## src/rtl/apb_pkg.sv

```systemverilog
// Shared types and widths for the APB register-file completer.
//   apb_state_t : setup/access FSM state encoding
//   apb_req_t   : latched write payload (direction, data, byte strobes)
package apb_pkg;

    localparam int unsigned APB_DATA_W = 32;
    localparam int unsigned APB_STRB_W = APB_DATA_W / 8;

    typedef enum logic {
        IDLE   = 1'b0,
        ACCESS = 1'b1
    } apb_state_t;

    typedef struct packed {
        logic                  write;
        logic [APB_DATA_W-1:0] wdata;
        logic [APB_STRB_W-1:0] strb;
    } apb_req_t;

endpackage

```

## src/rtl/apb_slave_fsm.sv

```systemverilog
// APB4 setup/access sequencer with wait-state counter, request latch and
// register-index decode.
//   clk, rst_n        : clock, async active-low reset
//   paddr..pstrb      : APB request inputs
//   req               : latched direction/data/strobes (registered)
//   ready_c           : access phase with wait count exhausted
//   err_c             : latched address is misaligned or outside the bank
//   commit_c          : write completes this cycle without error
//   idx_c             : register index decoded from the latched address
module apb_slave_fsm
    import apb_pkg::*;
#(
    parameter int unsigned       ADDR_W      = 32,
    parameter int unsigned       NUM_REGS    = 16,
    parameter logic [ADDR_W-1:0] BASE_ADDR   = '0,
    parameter int unsigned       WAIT_CYCLES = 0,
    localparam int unsigned      IDX_W       = (NUM_REGS > 1) ? $clog2(NUM_REGS) : 1
) (
    input  logic                  clk,
    input  logic                  rst_n,
    input  logic [ADDR_W-1:0]     paddr,
    input  logic                  psel,
    input  logic                  penable,
    input  logic                  pwrite,
    input  logic [APB_DATA_W-1:0] pwdata,
    input  logic [APB_STRB_W-1:0] pstrb,
    output apb_req_t              req,
    output logic                  ready_c,
    output logic                  err_c,
    output logic                  commit_c,
    output logic [IDX_W-1:0]      idx_c
);

    localparam int unsigned CNT_W = 4;

    apb_state_t        state, state_d;
    logic [CNT_W-1:0]  cnt, cnt_d;
    logic              load;
    logic [ADDR_W-1:0] addr;
    logic [ADDR_W-1:0] offset;

    // State, wait counter and request latch
    always_ff @(posedge clk or negedge rst_n) begin
        if (!rst_n) begin
            state <= IDLE;
            cnt   <= '0;
            addr  <= '0;
            req   <= '0;
        end else begin
            state <= state_d;
            cnt   <= cnt_d;
            if (load) begin
                addr <= paddr;
                req  <= '{write: pwrite, wdata: pwdata, strb: pstrb};
            end
        end
    end

    // Next state; leaving ACCESS with PSEL low is an abort with no side effect
    always_comb begin
        state_d = state;
        cnt_d   = cnt;
        load    = 1'b0;
        unique case (state)
            IDLE: begin
                if (psel && !penable) begin
                    load    = 1'b1;
                    cnt_d   = CNT_W'(WAIT_CYCLES);
                    state_d = ACCESS;
                end
            end
            ACCESS: begin
                if (!psel) begin
                    cnt_d   = '0;
                    state_d = IDLE;
                end else if (cnt != '0) begin
                    cnt_d = cnt - CNT_W'(1);
                end else begin
                    state_d = IDLE;
                end
            end
            default: state_d = IDLE;
        endcase
    end

    // Ready depends only on internal state so PREADY never follows bus inputs
    assign ready_c  = (state == ACCESS) && (cnt == '0);
    assign commit_c = ready_c && psel && req.write && !err_c;

    // Word-aligned decode relative to BASE_ADDR
    assign offset = addr - BASE_ADDR;
    assign err_c  = (addr < BASE_ADDR) || (addr[1:0] != 2'b00) ||
                    ((offset >> 2) >= ADDR_W'(NUM_REGS));
    assign idx_c  = IDX_W'(offset >> 2);

endmodule

```

## src/rtl/apb_regfile.sv

```systemverilog
// APB4 completer fronting NUM_REGS 32-bit registers with byte strobes,
// configurable wait states and error response.
//   PCLK, PRESETn              : clock, async active-low reset
//   PADDR..PSTRB               : APB request
//   PRDATA, PREADY, PSLVERR    : APB response (from internal state only)
//   regs_o                     : flattened register contents, reg i at [i*DATA_W +: DATA_W]
//   wr_pulse_o                 : one-cycle pulse per register after a committed write
module apb_regfile
    import apb_pkg::*;
#(
    parameter int unsigned       ADDR_W      = 32,
    parameter int unsigned       DATA_W      = APB_DATA_W,
    parameter int unsigned       NUM_REGS    = 16,
    parameter logic [ADDR_W-1:0] BASE_ADDR   = '0,
    parameter int unsigned       WAIT_CYCLES = 0
) (
    input  logic                         PCLK,
    input  logic                         PRESETn,
    input  logic [ADDR_W-1:0]            PADDR,
    input  logic                         PSEL,
    input  logic                         PENABLE,
    input  logic                         PWRITE,
    input  logic [DATA_W-1:0]            PWDATA,
    input  logic [DATA_W/8-1:0]          PSTRB,
    output logic [DATA_W-1:0]            PRDATA,
    output logic                         PREADY,
    output logic                         PSLVERR,
    output logic [NUM_REGS*DATA_W-1:0]   regs_o,
    output logic [NUM_REGS-1:0]          wr_pulse_o
);

    localparam int unsigned IDX_W  = (NUM_REGS > 1) ? $clog2(NUM_REGS) : 1;
    localparam int unsigned STRB_W = DATA_W / 8;

    apb_req_t          req;
    logic              ready;
    logic              err;
    logic              commit;
    logic [IDX_W-1:0]  idx;
    logic [DATA_W-1:0] regs [NUM_REGS];

    apb_slave_fsm #(
        .ADDR_W      (ADDR_W),
        .NUM_REGS    (NUM_REGS),
        .BASE_ADDR   (BASE_ADDR),
        .WAIT_CYCLES (WAIT_CYCLES)
    ) u_fsm (
        .clk      (PCLK),
        .rst_n    (PRESETn),
        .paddr    (PADDR),
        .psel     (PSEL),
        .penable  (PENABLE),
        .pwrite   (PWRITE),
        .pwdata   (PWDATA),
        .pstrb    (PSTRB),
        .req      (req),
        .ready_c  (ready),
        .err_c    (err),
        .commit_c (commit),
        .idx_c    (idx)
    );

    // Register bank with byte-lane merge; a zero strobe still pulses
    always_ff @(posedge PCLK or negedge PRESETn) begin
        if (!PRESETn) begin
            for (int i = 0; i < NUM_REGS; i++) begin
                regs[i] <= '0;
            end
            wr_pulse_o <= '0;
        end else begin
            wr_pulse_o <= '0;
            if (commit) begin
                wr_pulse_o[idx] <= 1'b1;
                for (int b = 0; b < STRB_W; b++) begin
                    if (req.strb[b]) begin
                        regs[idx][b*8 +: 8] <= req.wdata[b*8 +: 8];
                    end
                end
            end
        end
    end

    // Response; read data is forced to zero outside an error-free read completion
    assign PREADY  = ready;
    assign PSLVERR = ready && err;
    assign PRDATA  = (ready && !err && !req.write) ? regs[idx] : '0;

    for (genvar i = 0; i < NUM_REGS; i++) begin : g_flat
        assign regs_o[i*DATA_W +: DATA_W] = regs[i];
    end

endmodule

```

## config.mk

```make
export PLATFORM = sky130hd
export DESIGN_NAME = apb_regfile
export DESIGN_NICKNAME = d
export VERILOG_FILES = /design/src/rtl/apb_pkg.sv /design/src/rtl/apb_slave_fsm.sv /design/src/rtl/apb_regfile.sv
export SDC_FILE = /design/constraint.sdc
export NUM_CORES = 1
export LEC_CHECK = 0
export BUFFER_PORTS_ARGS = -buffer_cell sky130_fd_sc_hd__buf_2
export CORE_UTILIZATION = 44
export CTS_CLUSTER_DIAMETER = 150
export DETAILED_ROUTE_END_ITERATION = 10
export GPL_ROUTABILITY_DRIVEN = 0
export HOLD_SLACK_MARGIN = 0.05
export PLACE_DENSITY_LB_ADDON = 0.15
export SLEW_MARGIN = 10
export SYNTH_ARGS = -nofsm -noshare
export SYNTH_HDL_FRONTEND = slang
export SYNTH_SLANG_ARGS = --single-unit
export TNS_END_PERCENT = 100
```

## constraint.sdc

```tcl
create_clock -name PCLK -period 6.97 [get_ports PCLK]
set_input_delay 0.3485 -clock PCLK [delete_from_list [all_inputs] [get_ports PCLK]]
set_output_delay 0.3485 -clock PCLK [all_outputs]
set_load 0.02 [all_outputs]
```

-- After elaboration in Yosys (flattened, before gate mapping)
Cells that the tools add are included.
Widths: inputs -> output; s select.
- register bits after elaboration: 602
- bits of input ports: 73
- output and inout bits: 562
- word-level logic and storage cells: 88
- add/subtract/negate cells: 1
- order comparisons: 6
- eq/ne operators: 2
- multiplexer cells: 35
- bitwise gates (word level): 2
- reduce and logical (&&, ||, !) cells: 19
- operators by type and width (cell ; count):
    $mux 512 ; 7
    $bwmux 512 ; 4
    $demux 32 s4 ; 4
    $bmux 32 s4 ; 1
    $mux 32 ; 4
    $lt 32x1->1 const B ; 1
    $mux 16 ; 2
    $ge 30x5->1 const B ; 1
    $mux 24 ; 1
    $mux 4 ; 3
    $logic_and 1x1->1 ; 10
    $mux 8 ; 1
    $pmux 4 s2 ; 1
    $ge 5x5->1 const B ; 1
    $lt 4x5->1 const B ; 1
    $lt 5x1->1 const B ; 1
    $mux 1 ; 5
    $not 4->5 ; 1
    $demux 1 s4 ; 1
    $ge 4x1->1 const B ; 1
    $logic_not 4->1 ; 1
    $reduce_bool 4->1 ; 1
    $sub 4x1->4 const B ; 1
    $logic_not 1->1 ; 3
    7 further kinds ; 8

-- Longest topological paths before layout
Gate-level depths: netlist of run 1.
- depth in word-level cells: 16
- gate-level depth with buffers: 9

-- By module
A second synthesis of run 1 with hierarchy kept.
- cell total of the unflattened synthesis: 1728
- area total of the unflattened synthesis: 27269.9 um2
- by module, submodules not included (module ; times used ; cells each ; area each (um2) ; sequential area each (um2)):
    apb_regfile ; 1 ; 1536 ; 24243.3 ; 13212.7
    apb_slave_fsm ; 1 ; 192 ; 3026.7 ; 1851.8

-- Worst setup path before layout of run 1
OpenSTA, ideal clock, no wires.
- path type: reg2out
- start point: register u_fsm.addr[20]
- end point: output PRDATA[0]
- arrival time: 2.178 ns
- slack: 4.444 ns
- cell stages (with the launch flop): 8
- path buffers: 3
- cell sequence: dfrtp_1 nor4_1 nand4_1 buf_6 or4_1 clkbuf_1 clkbuf_1 a21oi_1
- longest elaborated chain between the ends: 7
- elaborated cells between the ends (all ways): 8
- ends and longest elaborated chain (element ; line ; source):
    from (decl) ; apb_slave_fsm.sv:39 ; logic [ADDR_W-1:0] addr;
    from (signal assigned) ; apb_slave_fsm.sv:53 ; addr <= paddr;
    $lt 32x1->1 ; apb_slave_fsm.sv:92 ; assign err_c = (addr < BASE_ADDR) || (addr[1:0] != 2'b00) ||
    $logic_or 1x1->1 ; apb_slave_fsm.sv:92 ;
    $logic_or 1x1->1 * ; apb_slave_fsm.sv:92 ;
    $logic_not 1->1 * ; apb_regfile.sv:86 ; assign PRDATA = (ready && !err && !req.write) ? regs[idx] : '0;
    $logic_and 1x1->1 * (2 in series) ; apb_regfile.sv:86 ;
    $mux 32 * ; apb_regfile.sv:86 ;
    to (decl) ; apb_regfile.sv:25 ; output logic [DATA_W-1:0] PRDATA,
Mark *: on every way between the ends. The rest lies on a longest branch, timed or not.

-- Final worst setup path of run 1
- start point: register u_fsm.addr[15]
- end point: output PRDATA[11]
The elaborated chain is that of the path after synthesis.

==> out/qor.yml, run 1 <==
outcome: "completed"
clk_path_buf_depth: 3
synth_cell_type_count: 34
cts_setup_buffers: 0
internal_power_mw: 5.90
pwr-share-seq: 0.479
overflow: 0
syn_area_mm2: 0.0277
drt_iter0_drc: 1423
synthCells: 1756
core_area_mm2: 0.0619
synth_edf_count: 0
vias_per_cell: 5.80
ys.flop_type: "dfrtp_1"
synth_most_common_cell: "dfrtp_1"
initial_core_util: 0.447
synthToLayoutAreaGrowth_pct: 24.1
vias: 19100
hold_viol: 0
core.rowCount: 91
synth_top_family_by_area: "multiplexers"
start_kind: "flop"
grt_max_degree: 174
cp_top_family: "simple AND/OR/NAND/NOR gates"
worst-path-max-fanout: 39
yosysTopAreaCell: "dfrtp_1"
fmax_mhz: 225
antenna_found_initial: 3
design_area_mm2: 0.0344
p_clk_frac: 0.441
cts.sinks: 602
drc_errors: 0
ant_nets: 0
synth_warnings: 0
yosys.area_share.adder: 0.000452
ys_async_sr_fraction: 1.00
grt_pass1_vias: 19600
final_cell_count_no_fill: 3294
grtUsageTotal: 0.289
final.setup_skew_ns: 0.0232
max_stage_delay_ns: 1.11
hold_path_end: "u_fsm.cnt[3]"
synth_top_area_share: 0.544
rr_worst_depth: 5
dieWidth_um: 253
hold_depth: 5
slowest_stage: "or4_2"
powerDensity_mw_per_mm2: 231
criticalPathCategory: "reg -> out"
synthSimpleGateAreaFrac: 0.0660
p_leak_nw: 18.1
first_pass_iters: 5
cts_tree: "done"
swShare: 0.257
htree_levels: 3
clk_pin_slew_worst_paths_ns: 0.06
synthMuxAreaShare: 0.340
reg2reg_slack_ns: 3.25
layout_min_cycle_time_ns: 4.44
portBuffers: 634
period_share: 0.637
io_pins: 635
total_power_mw: 7.93
grt_pass1_wl_mm: 135
worstPathCellList: "nor4_1 -> nand3_4 -> or4_2 -> buf_4 -> a21oi_1 -> buf_2"
hpwl_mm: 61.7
drt-total-wl_mm: 92.5
crit_buf_inv: 2
ys_ff_latch: 602
maxSlewHeadroom: 0.256
slew_viol_final: 0
holdCritStartpoint: "PENABLE"
dp.cells: 3107
r2r_start: "u_fsm.addr[15]"
seq_area_frac_synth: 0.544
clock_latency_ns: 0.60
switching_power_mw: 2.04
ir_worst_vdd_uv: 179
tightest_slew_ns: 1.12
synth.area.top_cells: "dfrtp_1, mux2_2, mux4_2"
avgSynthCellArea_um2: 15.8
cts_made_buffers: 66
fin_nets: 2482
wl_per_cell_um: 28.1
synth-xor-area-share: 0.000316
synth_compound_area_frac: 0.0249
r2r-end: "regs_o[353]"
dpl_cell_area_mm2: 0.0315
rsz0062_at_grt: "no"
layout-drive-gt1-share: 0.617
dieArea_mm2: 0.0639
cp.arrival_ns: 4.09
p_comb_frac: 0.080
die_y_um: 253
setup_viol: 0
root_buffer: "clkbuf_16"
worst_hold_path_type: "in -> reg"
critPathRequiredTime_ns: 6.62
synthTopCellsByCount: "dfrtp_1, mux2_2, mux4_2"
cp-end-kind: "primary output"
maxCapViolCount: 0
synth_fp_nets: 1830
setup-tns-final_ns: 0
-- routing by layer --
layer	vias to the layer above	track usage	share of wire
met4	0	0.0843	0.029
li1	7943	-	-
met1	10200	0.375	0.40
met5	-	0	0
met2	782	0.471	0.49
met3	161	0.0837	0.080
-- power groups by stage --
stage                     combinational (mW)  clock [mW]  sequential [mW]
final                                  0.634        3.50             3.80
after global routing                   0.679        3.70             3.83
after CTS                              0.644        3.56             3.80
after detailed placement               0.609           0             3.86
after global placement                 0.599           0             3.85
after floorplan                        0.466           0             3.69
-- worst max path at each step --
stage | endpoint | start | slack [ns] | cells after the start
2_1_floorplan | PRDATA[0] | u_fsm.addr[20] | 4.44 | 7
3_3_place_gp | PRDATA[24] | u_fsm.addr[15] | 3.20 | 6
3_5_place_dp | PRDATA[24] | u_fsm.addr[15] | 3.11 | 6
4_1_cts | PRDATA[24] | u_fsm.addr[15] | 2.44 | 6
5_1_grt | PRDATA[11] | u_fsm.addr[15] | 2.37 | 6
6_report | PRDATA[11] | u_fsm.addr[15] | 2.53 | 6
-- worst register-to-register path: stages (launching register included) --
cell	delay, ns
dfrtp_1	0.38
nor4_1	0.50
nand3_4	0.61
buf_4	0.70
nor4_4	0.99
mux2_2	0.43
-- logic make-up after synthesis --
| kind of cell | count (synthesis) |
|---|---|
| mux | 709 |
| flops | 602 |
| compound gates | 103 |
| fa+ha+maj | 1 |
| simple gates | 200 |
| xor+xnor | 1 |
| buf+inv | 140 |
-- cell usage in the layout, fill, tap and decap left out, types with 4 or more instances in the layout --
cell / netlist / final
nor3b_1: 4 / 4
dfrtp_1: 602 / 600
a22oi_1: 64 / 64
nor4_4: 48 / 48
mux2_2: 581 / 581
buf_4: 6 / 12
clkbuf_1: 64 / 18
diode_2: 0 / 4
dlygate4sd3_1: 0 / 70
nand2_1: 68 / 68
a21oi_1: 32 / 32
clkbuf_8: 0 / 8
buf_2: 26 / 633
and3_1: 6 / 6
buf_12: 0 / 5
nor3_1: 5 / 5
nor4_1: 7 / 7
nand2b_1: 4 / 4
clkinv_2: 0 / 9
mux4_2: 128 / 128
or4_1: 17 / 16
bufinv_16: 0 / 5
nand4bb_1: 4 / 4
clkbuf_16: 0 / 69
nor2_1: 17 / 16
and3b_1: 10 / 10
-- sequential cells by signal, indices dropped and copies added (netlist names) --
register,cells
u_fsm.state,1
regs_o,512
wr_pulse_o,16
u_fsm.cnt,4
u_fsm.req,37
u_fsm.addr,32
-- per-stage QoR --
step	util	hold WS, ns	worst slack (ns)
2_1_floorplan	-	0.0529	4.44
3_3_place_gp	0.509	0.491	3.20
3_5_place_dp	0.509	0.497	3.11
4_1_cts	0.555	0.108	2.44
5_1_grt	0.555	0.217	2.37
6_report	0.555	0.157	2.53
-- timing repair --
item / 4_1_cts / 5_1_grt
resized for setup: 0 / 0
hold buffers: 70 / 0
endpoints found under the setup margin: 0 / 0
endpoints found under the hold margin: 184 / 0
-- final cells by class --
type / instances / area [um2]
clock inverter: 18 / 229
fill: 5163 / 27600
tap: 837 / 1050
sequential: 602 / 15100
inverter: 3 / 11.3
multi-input combinational: 1014 / 12000
clock buffer: 95 / 1900
antenna: 4 / 10.0
timing repair buffer: 721 / 4070
Note: power is estimated with default switching activity, not from simulation.
==> run 2: changes to the inputs <==
clock period = 4.46 ns   (was 6.97 ns; I/O delays follow)
==> run 2 against run 1 <==
Against the previous run: sequential share of layout area fell by 0.44 points; global-route usage rose by 0.52 points; first-iteration DRC count rose by 6.6%; critical endpoint is now PRDATA[6]; highest routed layer unchanged.
==> out/qor.yml, run 2 (synthesized netlist as in run 1, its figures left out) <==
io_pins: 635  # unchanged
r2r_start: "u_fsm.addr[8]"
clock_latency_ns: 0.60  # about the same
grt_pass1_wl_mm: 137  # +1.1%
initial_core_util: 0.447  # unchanged
cts_tree: "done"
seq_area_mm2: 0.0151  # unchanged
hpwl_mm: 64.0  # +3.7%
cts.sinks: 602  # unchanged
setup_viol: 0  # unchanged
cp-end-kind: "primary output"
vias: 19300  # +0.83%
drt-total-wl_mm: 94.4  # +2.1%
outcome: "completed"
core.rowCount: 91  # unchanged
fill_cells: 5116  # -0.91%
final_cell_mix: "buf_2, dfrtp_1, mux2_2"
maxSlewHeadroom: 0.281  # +0.0250
wl_per_cell_um: 28.4  # +1.1%
synthToLayoutAreaGrowth_pct: 25.4
first_pass_iters: 5  # unchanged
cts_hold_buf: 71  # +1.4%
antenna_found_initial: 1  # -2
slowest_stage: "or4_2"
drc_errors: 0  # unchanged
die_y_um: 253  # unchanged
reg2reg_slack_ns: 0.91  # -2.34 ns
cts_resized: 0  # unchanged
max_stage_delay_ns: 1.07  # -0.04 ns
grtUsageTotal: 0.294  # +0.00520
slew_viol_final: 0  # unchanged
htree_levels: 3  # unchanged
core_area_mm2: 0.0619  # unchanged
overflow: 0  # unchanged
cp.arrival_ns: 3.80  # -0.29 ns
setup-tns-final_ns: 0  # unchanged
worstPathCellList: "nor4_1 -> nand4_1 -> or4_2 -> buf_4 -> a21oi_1 -> buf_2"
portBuffers: 634  # unchanged
worst-path-max-fanout: 17  # -56%
layout_min_cycle_time_ns: 4.03
rr_worst_depth: 6  # +1
fmax_mhz: 248
layout-drive-gt1-share: 0.622  # +0.00523
cts_made_buffers: 68  # +3.0%
root_buffer: "clkbuf_16"
maxCapViolCount: 0  # unchanged
clk_path_buf_depth: 3  # unchanged
final.setup_skew_ns: 0.0262  # +0.00300 ns
critPathCapture: "PRDATA[6]"
rsz0062_at_grt: "no"
start_kind: "flop"
period_share: 0.903
ant_nets: 0  # unchanged
dieWidth_um: 253  # unchanged
hold_depth: 3  # -2
multi_input_area_mm2: 0.0120  # about the same
final_cell_count_no_fill: 3325  # +0.94%
grt_max_degree: 129  # -26%
vias_per_cell: 5.79  # -0.11%
clk_pin_slew_worst_paths_ns: 0.06  # about the same
criticalPathCategory: "reg -> out"
final_common_cell: "buf_2"
p_leak_nw: 18.3  # +1.2%
tightest_slew_ns: 1.08  # -0.0398 ns
ir_worst_vdd_uv: 294  # +64%
grt_pass1_vias: 19800  # +0.86%
powerDensity_mw_per_mm2: 362  # +57%
drt_iter0_drc: 1517  # +6.6%
dp.cells: 3134  # +0.87%
r2r-end: "regs_o[205]"
hold_viol: 0  # unchanged
dieArea_mm2: 0.0639  # unchanged
worst_hold_path_type: "in -> reg"
fin_nets: 2512  # +1.2%
crit_path_start: "u_fsm.addr[8]"
largest_register_ffs: 512  # unchanged
critPathRequiredTime_ns: 4.24  # -2.38 ns
cts_setup_buffers: 0  # unchanged
run 2: changes by cell type in the layout (fill, tap and decap cells not counted), moves of 2 or more:
cell and change:
bufinv_16 -2, buf_12 +4, diode_2 -3, clkbuf_16 +2, buf_4 +23, clkbuf_8 +9
run 2: layout make-up:
class,instances,share of cell area
multi-input combinational,1014,0.346
sequential,602,0.434
clock buffer,105,0.0598
antenna,1,0.0000721
tap,837,0.0302
clock inverter,14,0.00447
timing repair buffer,749,0.125
inverter,3,0.000324
run 2: metrics by stage:
stage | area, um2 | hold WS, ns | worst slack, ns | utilization | total power, mW
6_report | 34700 | 0.135 | 0.434 | 0.560 | 12.6
5_1_grt | 34700 | 0.149 | 0.306 | 0.560 | 13.0
4_1_cts | 34700 | 0.106 | 0.383 | 0.560 | 12.7
3_5_place_dp | 31800 | 0.399 | 0.920 | 0.513 | 7.02
3_3_place_gp | 31800 | 0.391 | 0.864 | 0.513 | 7.00
2_1_floorplan | 27700 | -0.0726 | 2.06 | - | 6.49
run 2: worst max-delay path: cells and delay by family, from the launching register on:
family,cells,cell delay [ns]
and+or+nand+nor,3,1.86
AOI/OAI and AO/OA,1,0.30
buffers and inverters,2,0.65
DFF,1,0.37
run 2: worst min-delay path by stage:
stage,from,endpoint
3_3_place_gp,PRESETn,regs_o[406]
4_1_cts,PSEL,u_fsm.state
5_1_grt,PSEL,u_fsm.state
3_5_place_dp,PRESETn,regs_o[406]
2_1_floorplan,PRESETn,regs_o[0]
6_report,PSEL,u_fsm.state
run 2: where the power goes:
part / switching (mW) / total [mW] / internal [mW]
Combinational: 0.614 / 1.02 / 0.404
Sequential: 0.383 / 5.95 / 5.57
Clock: 2.24 / 5.61 / 3.37
run 2: per-layer routing:
layer	vias to the layer above	wire, um	GRT usage
met5	-	0	0
met4	0	3470	0.110
met3	186	7060	0.0743
met2	852	45600	0.474
met1	10200	38200	0.384
li1	8008	-	-
